## config.mk

```make
export PLATFORM = sky130hd
export DESIGN_NAME = sev_seg_scan_driver
export DESIGN_NICKNAME = d
export VERILOG_FILES = /design/src/rtl/sev_seg_scan_driver.sv
export SDC_FILE = /design/constraint.sdc
export NUM_CORES = 1
export LEC_CHECK = 0
export ABC_CLOCK_PERIOD_IN_PS = 7740
export CORE_MARGIN = 2
export CORE_UTILIZATION = 40
export DETAILED_ROUTE_END_ITERATION = 8
export PLACE_DENSITY = 0.6
export RECOVER_POWER = 25
export SKIP_CTS_REPAIR_TIMING = 1
export SLEW_MARGIN = 10
export SYNTH_ARGS = -nofsm -noshare
export SYNTH_HDL_FRONTEND = slang
export SYNTH_SLANG_ARGS = --single-unit
```

## constraint.sdc

```tcl
create_clock -name clk -period 7.74 [get_ports clk]
set_input_delay 1.548 -clock clk [delete_from_list [all_inputs] [get_ports clk]]
set_output_delay 1.548 -clock clk [all_outputs]
set_load 0.1 [all_outputs]
```

## src/rtl/sev_seg_scan_driver.sv

```systemverilog
// Time-multiplexed driver for an 8-digit active-low 7-segment display with per-frame
// snapshot, leading-zero blanking, decimal points, PWM brightness and a ghosting guard.
module sev_seg_scan_driver #(
  parameter int unsigned CLK_DIV    = 25000,
  parameter int unsigned NUM_DIGITS = 8,
  parameter int unsigned PWM_BITS   = 4
) (
  input  logic                  clk,
  input  logic                  Rst_n,
  input  logic [31:0]           disp_val,
  input  logic [NUM_DIGITS-1:0] dp_mask,
  input  logic                  blank_lz,
  input  logic [PWM_BITS-1:0]   brightness,
  input  logic                  freeze,
  output logic [NUM_DIGITS-1:0] an,
  output logic [6:0]            sev_out,
  output logic                  dp,
  output logic                  frame_done
);

  localparam int unsigned CntW = (CLK_DIV > 1) ? $clog2(CLK_DIV) : 1;
  localparam int unsigned DigW = (NUM_DIGITS > 1) ? $clog2(NUM_DIGITS) : 1;
  localparam logic [CntW-1:0] CntMax = CntW'(CLK_DIV - 1);
  localparam logic [DigW-1:0] DigMax = DigW'(NUM_DIGITS - 1);

  logic [CntW-1:0]       cnt_q, cnt_d;
  logic [DigW-1:0]       digit_q, digit_d;
  logic [PWM_BITS-1:0]   phase_q, phase_d;
  logic [31:0]           snap_val_q, snap_val_d;
  logic [NUM_DIGITS-1:0] snap_dp_q, snap_dp_d;
  logic                  snap_blank_q, snap_blank_d;
  logic [NUM_DIGITS-1:0] an_q, an_d;
  logic [6:0]            sev_q, sev_d;
  logic                  dp_q, dp_d;
  logic                  fd_q, fd_d;

  logic                  slot_tick;
  logic                  frame_end;
  logic [DigW-1:0]       lz_top;
  logic [3:0]            nibble;
  logic                  blanked;
  logic                  lit;

  function automatic logic [6:0] hex_glyph(input logic [3:0] v);
    logic [6:0] g;
    unique case (v)
      4'h0: g = 7'b0000001;
      4'h1: g = 7'b1001111;
      4'h2: g = 7'b0010010;
      4'h3: g = 7'b0000110;
      4'h4: g = 7'b1001100;
      4'h5: g = 7'b0100100;
      4'h6: g = 7'b0100000;
      4'h7: g = 7'b0001111;
      4'h8: g = 7'b0000000;
      4'h9: g = 7'b0000100;
      4'hA: g = 7'b0001000;
      4'hB: g = 7'b1100000;
      4'hC: g = 7'b0110001;
      4'hD: g = 7'b1000010;
      4'hE: g = 7'b0110000;
      4'hF: g = 7'b0111000;
    endcase
    return g;
  endfunction

  // Scan timing and snapshot next state
  always_comb begin
    slot_tick    = (cnt_q == CntMax);
    frame_end    = slot_tick && (digit_q == DigMax);
    cnt_d        = slot_tick ? '0 : cnt_q + 1'b1;
    digit_d      = digit_q;
    phase_d      = phase_q + 1'b1;
    snap_val_d   = snap_val_q;
    snap_dp_d    = snap_dp_q;
    snap_blank_d = snap_blank_q;
    if (slot_tick) begin
      digit_d = (digit_q == DigMax) ? '0 : digit_q + 1'b1;
    end
    if (frame_end && !freeze) begin
      snap_val_d   = disp_val;
      snap_dp_d    = dp_mask;
      snap_blank_d = blank_lz;
    end
  end

  // Outputs are computed from next state so the registered pins line up with the
  // counters: guard at count 0, frame_done on the last cycle of the last slot.
  always_comb begin
    lz_top = '0;
    for (int i = 0; i < NUM_DIGITS; i++) begin
      if (snap_val_d[4*i +: 4] != 4'h0) lz_top = DigW'(i);
    end
    nibble  = snap_val_d[4*digit_d +: 4];
    blanked = snap_blank_d && (digit_d > lz_top);
    lit     = (cnt_d != '0) && !blanked &&
              ((brightness == '1) || (phase_d < brightness));
    an_d    = '1;
    if (lit) an_d[digit_d] = 1'b0;
    sev_d   = blanked ? 7'h7F : hex_glyph(nibble);
    dp_d    = blanked ? 1'b1 : ~snap_dp_d[digit_d];
    fd_d    = (cnt_d == CntMax) && (digit_d == DigMax);
  end

  always_ff @(posedge clk or negedge Rst_n) begin
    if (!Rst_n) begin
      cnt_q        <= '0;
      digit_q      <= '0;
      phase_q      <= '0;
      snap_val_q   <= '0;
      snap_dp_q    <= '0;
      snap_blank_q <= 1'b0;
      an_q         <= '1;
      sev_q        <= 7'h7F;
      dp_q         <= 1'b1;
      fd_q         <= 1'b0;
    end else begin
      cnt_q        <= cnt_d;
      digit_q      <= digit_d;
      phase_q      <= phase_d;
      snap_val_q   <= snap_val_d;
      snap_dp_q    <= snap_dp_d;
      snap_blank_q <= snap_blank_d;
      an_q         <= an_d;
      sev_q        <= sev_d;
      dp_q         <= dp_d;
      fd_q         <= fd_d;
    end
  end

  assign an         = an_q;
  assign sev_out    = sev_q;
  assign dp         = dp_q;
  assign frame_done = fd_q;

endmodule

```

Word level (Yosys, flattened, before mapping)
Memories as Yosys holds them, arrays and structs flattened.
Index checks and enable logic that the tools add are counted.

storage, ports and cells
  register bits after elaboration = 80
  latch bits = 0
  memory bits (writable) = 0
  ROM bits = 112
  input port bits = 48
  memories kept = 1

operators by class
  add/sub/neg operators = 3
  multiply operators = 0
  div/mod/pow operators = 0
  $lt $le $gt $ge = 4
  eq/ne operators = 5
  shifts and indexed selects = 1
  muxes and demuxes = 20
  bitwise operators = 2
  reductions and logical operators = 18

memories
  name              words  bits a word  rd ports  clocked after memory_dff  wr ports  line  source
  (name not given)  16     7            1         0                         0         46    unique case (v)

operators by type and width
  operator               count
  $mux 32                1
  $shiftx 32x6->4        1
  $eq 15x15->1 const B   2
  $reduce_bool 4->1      7
  $mux 3                 8
  $mux 8                 2
  $add 15x1->15 const B  1
  $mux 15                1
  $reduce_bool 15->1     1
  $not 8->8              1
  $logic_and 1x1->1      7
  $mux 7                 1
  $eq 3x3->1 const B     2
  $mux 1                 5
  $add 4x1->4 const B    1
  $eq 4x4->1 const B     1
  $lt 3x4->1 const B     1
  $lt 4x4->1             1
  $add 3x1->3 const B    1
  $bmux 1 s3             1
  $demux 1 s3            1
  $ge 3x1->1 const B     1
  $gt 3x3->1             1
  $logic_not 1->1        2
  2 further kinds        2

Depth between registers and ports, before layout
  word-level depth = 18
  mapped depth = 23
  depth with buffers taken out = 18

Least setup slack after synthesis
OpenSTA, ideal clock, no wires.

  kind = in2reg
  from = input port freeze
  to = register an_q[4] (netlist: an[4])
  arrival = 5.401 ns
  slack = 2.230 ns
  stages on the path = 17
  path buffers = 4
  cells stage by stage = or4b_2 -> or4_1 -> buf_2 -> buf_6 -> buf_6 -> nand2_1 -> nand2_1 -> or4_1 -> o31a_1 -> ha_1 -> a21o_1 -> a21oi_1 -> a311o_1 -> buf_2 -> o21ai_0 -> a31oi_1 -> nand3_1

on the way
  elaborated cells on any way between the ends = 24
  those cells by class = order compare (1); mux (10); reduce/logical (13)

RTL lines
  element                         line  source
  from (decl)                     14    input logic freeze,
  $logic_not 1->1                 80    if (frame_end && !freeze) begin
  $logic_and 1x1->1               80
  $mux 32                         80
  named net snap_val_d[17]        29    logic [31:0] snap_val_q, snap_val_d;
  $reduce_bool 4->1               92    if (snap_val_d[4*i +: 4] != 4'h0) lz_top = DigW'(i);
  $mux 3 (4 in a row)             92
  $gt 3x3->1                      95    blanked = snap_blank_d && (digit_d > lz_top);
  $logic_and 1x1->1               95
  $logic_not 1->1                 96    lit = (cnt_d != '0) && !blanked &&
  $logic_and 1x1->1 (2 in a row)  96
  $mux 8                          99    if (lit) an_d[digit_d] = 1'b0;
  named net an_d[4]               32    logic [NUM_DIGITS-1:0] an_q, an_d;
  to (signal assigned)            124   an_q <= an_d;
  to (decl)                       32

The timed path passes the listed nets, and every way through them passes these cells.

Worst setup path in the final report
  from = input port freeze
  to = register an_q[3] (netlist: an[3])

The elaborated chain is that of the path after synthesis.

==> out/results.ini <==
[status]
status = complete, but fails checks
violations = capacitance limit, slew limit

[cts]
cts_buffers = 9
clockBufferDepth = 2
root_buffer = clkbuf_8
path_clk_slew_ns = 0.07
h-tree-depth = 3
cts_tree = yes
insertion_delay_ns = 0.36
cts.sinks = 80

[sta]
setup_viol_count_final = 0
finalMaxSlewViolations = 81
worst_pin_slew_ns = 4.26
post-route-period-util_pct = 82.2
hold_viol = 0
period_needed_ns = 6.36
slew_headroom_pct = -184
max_freq_mhz = 157
tns_ns = 0
rsz0062_at_grt = no
fin_worst_skew_ns = 0.0148

[global_routing]
globalRouteTotalUtil_pct = 19.6
grt_max_degree = 81
antenna_found_initial = 0
grt_pass1_vias = 3469
grt_overflow = 0
grt_pass1_wl_mm = 17.8

[placed_design]
dp.cells = 635
io_buffers = 64
gp_congestion = 0.871
dp_hpwl_mm = 7.95

[worst_setup_path]
cp.required_ns = 7.98
cp_slowest_cell = or4b_2
critPathArrivalTime_ns = 6.60
cp-start-kind = input pin
critPathMostFrequentCell = or4_1
crit_chain = clkdlybuf4s50_1 > or4b_2 > or4_1 > buf_4 > mux2i_1 > inv_1 > or4_1 > o31a_1 > ha_1 > a21o_1 > a21oi_1 > a311o_1 > o21ai_0 > a31oi_1 > nand3_1
endpoint_kind = register
crit_type = input pin to register
crit_path_max_fanout = 40
slowest_delay_ns = 0.66

[die]
io_pins = 65
rows = 38
chipWidth_um = 109
die-area_um2 = 12000
start_util_pct = 40.9
die_h_um = 109
core_area_um2 = 10800

[synthesis]
synth_flop_cell = dfrtp_1
synth_area_leaders = dfrtp_1 36%, dfstp_2 9.5%, nand2_1 7.7%
synth_common_cells = 91 x nand2_1, 64 x dfrtp_1, 33 x inv_1, 32 x mux2i_1, 20 x nand3_1
ys_async_sr_fraction_pct = 100
synth_edf_count = 0
netlist_instances = 446
yosys.area.top_type_share_pct = 36.1
synth_area_um2 = 4440
syn_nets = 511
yosys.area.top_type = dfrtp_1
synth-seq-cells = 80
ys_types = 61
synth_most_common_cell = nand2_1
ys_seq_area_share_pct = 45.6
synthesis.yosys.warnings = 0
syn_avg_cell_area_um2 = 9.95

[detailed_routing]
drtAntennaViolNets = 0
wl_mm = 11.0
drt-initial-drc-count = 176
vias = 3533
dr.pass1.iters = 5
wire_per_inst_um = 16.8
vias_per_cell = 5.43
drc_errors = 0

[finish]
n_antenna_cell = 0
instances_no_fill = 651
fin_nets = 571
n_fill_cell = 1028
drive_above_1_share_pct = 9.78
area_growth_pct = 20.2

[run]
cap_viol_max_count = 1

[power]
p_per_area_nw_per_um2 = 143
vdd_drop_max_uv = 69.8
p_total_w = 0.000763
leakage_nw = 2.67

[worst_hold_path]
worst_hold_path_type = register to register

## cell usage in the layout (no fill, tap or decap), types with 2 or more instances in the layout
master,n
o32ai_1,3
o221ai_1,6
dfstp_2,16
mux4_2,2
dfrtp_1,64
o31a_1,2
clkbuf_8,10
nand3_1,20
nor2b_1,4
o211ai_1,3
ha_1,17
nand4_1,7
nor4_2,2
mux2_2,7
a31oi_1,3
xor2_1,6
a21o_1,5
mux2i_1,32
xnor2_1,9
and3_1,3
nor4_1,5
or4_1,6
or4_4,2
nand2_1,91
mux2_4,2
a21oi_1,8
o21ai_1,2
clkdlybuf4s50_1,63
buf_4,2
o21ai_0,13
clkbuf_1,7
inv_1,33
nor3_1,8
nand2b_1,4
nor2_1,17
## flip-flops by register name, indices dropped and copies added (netlist names), 3 cells and up
name and count:
phase_q 4, cnt_q 15, digit_q 3, snap_dp_q 8, an 8, snap_val_q 32, sev_out 7
## report_power, final
group / internal [W] / switching, W
sequential: 0.000418 / 0.0000000809
combinational: 0.0000227 / 0.0000167
clock: 0.000159 / 0.000146
## layout make-up
type	instances	area [µm²]	area share, %
Sequential cell	80	2020	37.9
Timing Repair Buffer	67	653	12.2
Clock inverter	1	30.0	0.563
Inverter	33	124	2.32
Clock buffer	15	156	2.93
Tap cell	140	175	3.28
Multi-Input combinational cell	315	2170	40.7
## per-layer routing
metal  wire length (µm)  share of wire, %  vias to the layer above  global-route usage [%]
li1                   -                 -                     1682                       -
met1               5090                46                     1719                    28.4
met2               5040                46                      117                    29.4
met3                692               6.3                       15                    4.21
met4                142               1.3                        0                    6.33
met5                  0                 0                        -                       0
## worst max-delay path, delay by kind of cell
family	cells	cell delay, ns
buffers and inverters	3	0.88
adder cells (fa/ha/maj)	1	0.29
AO/OA/AOI/OAI	6	1.79
multiplexers	1	0.24
AND/OR/NAND/NOR	4	1.82
## cell families after synthesis
kind of cell | synth area share (%)
buffers and inverters | 5.16
muxes | 12.0
xor gates and xnor gates | 2.96
DFF | 45.6
AOI/OAI and AO/OA | 10.0
and+or+nand+nor | 19.4
adders and majority gates | 4.79
## worst paths after layout
| kind | from | to | slack (ns) | cells past startpoint |
|---|---|---|---|---|
| setup / recovery | freeze | an[3]$_DFF_PN1_ | 1.38 | 15 |
| max in group asynchronous | Rst_n | digit_q[1]$_DFF_PN0_ | 2.68 | 1 |
| setup reg to reg | digit_q[0]$_DFF_PN0_ | an[3]$_DFF_PN1_ | 1.88 | 16 |
| hold / removal | snap_dp_q[3]$_DFF_PN0_ | snap_dp_q[3]$_DFF_PN0_ | 0.46 | 2 |
| min in group asynchronous | Rst_n | cnt_q[11]$_DFF_PN0_ | 2.70 | 1 |
| hold reg to reg | snap_dp_q[3]$_DFF_PN0_ | snap_dp_q[3]$_DFF_PN0_ | 0.46 | 2 |
## through the flow
stage	setup WS, ns	utilization (%)	instance area [µm²]	hold slack, ns
floorplan	2.23	-	4440	0.429
global route	1.07	49.2	5330	0.491
CTS	1.40	49.4	5360	0.466
detailed placement	1.03	47.7	5170	0.448
global placement	1.13	47.7	5170	0.444
finish	1.38	49.2	5330	0.463
Power figures use the tool's default switching activity.
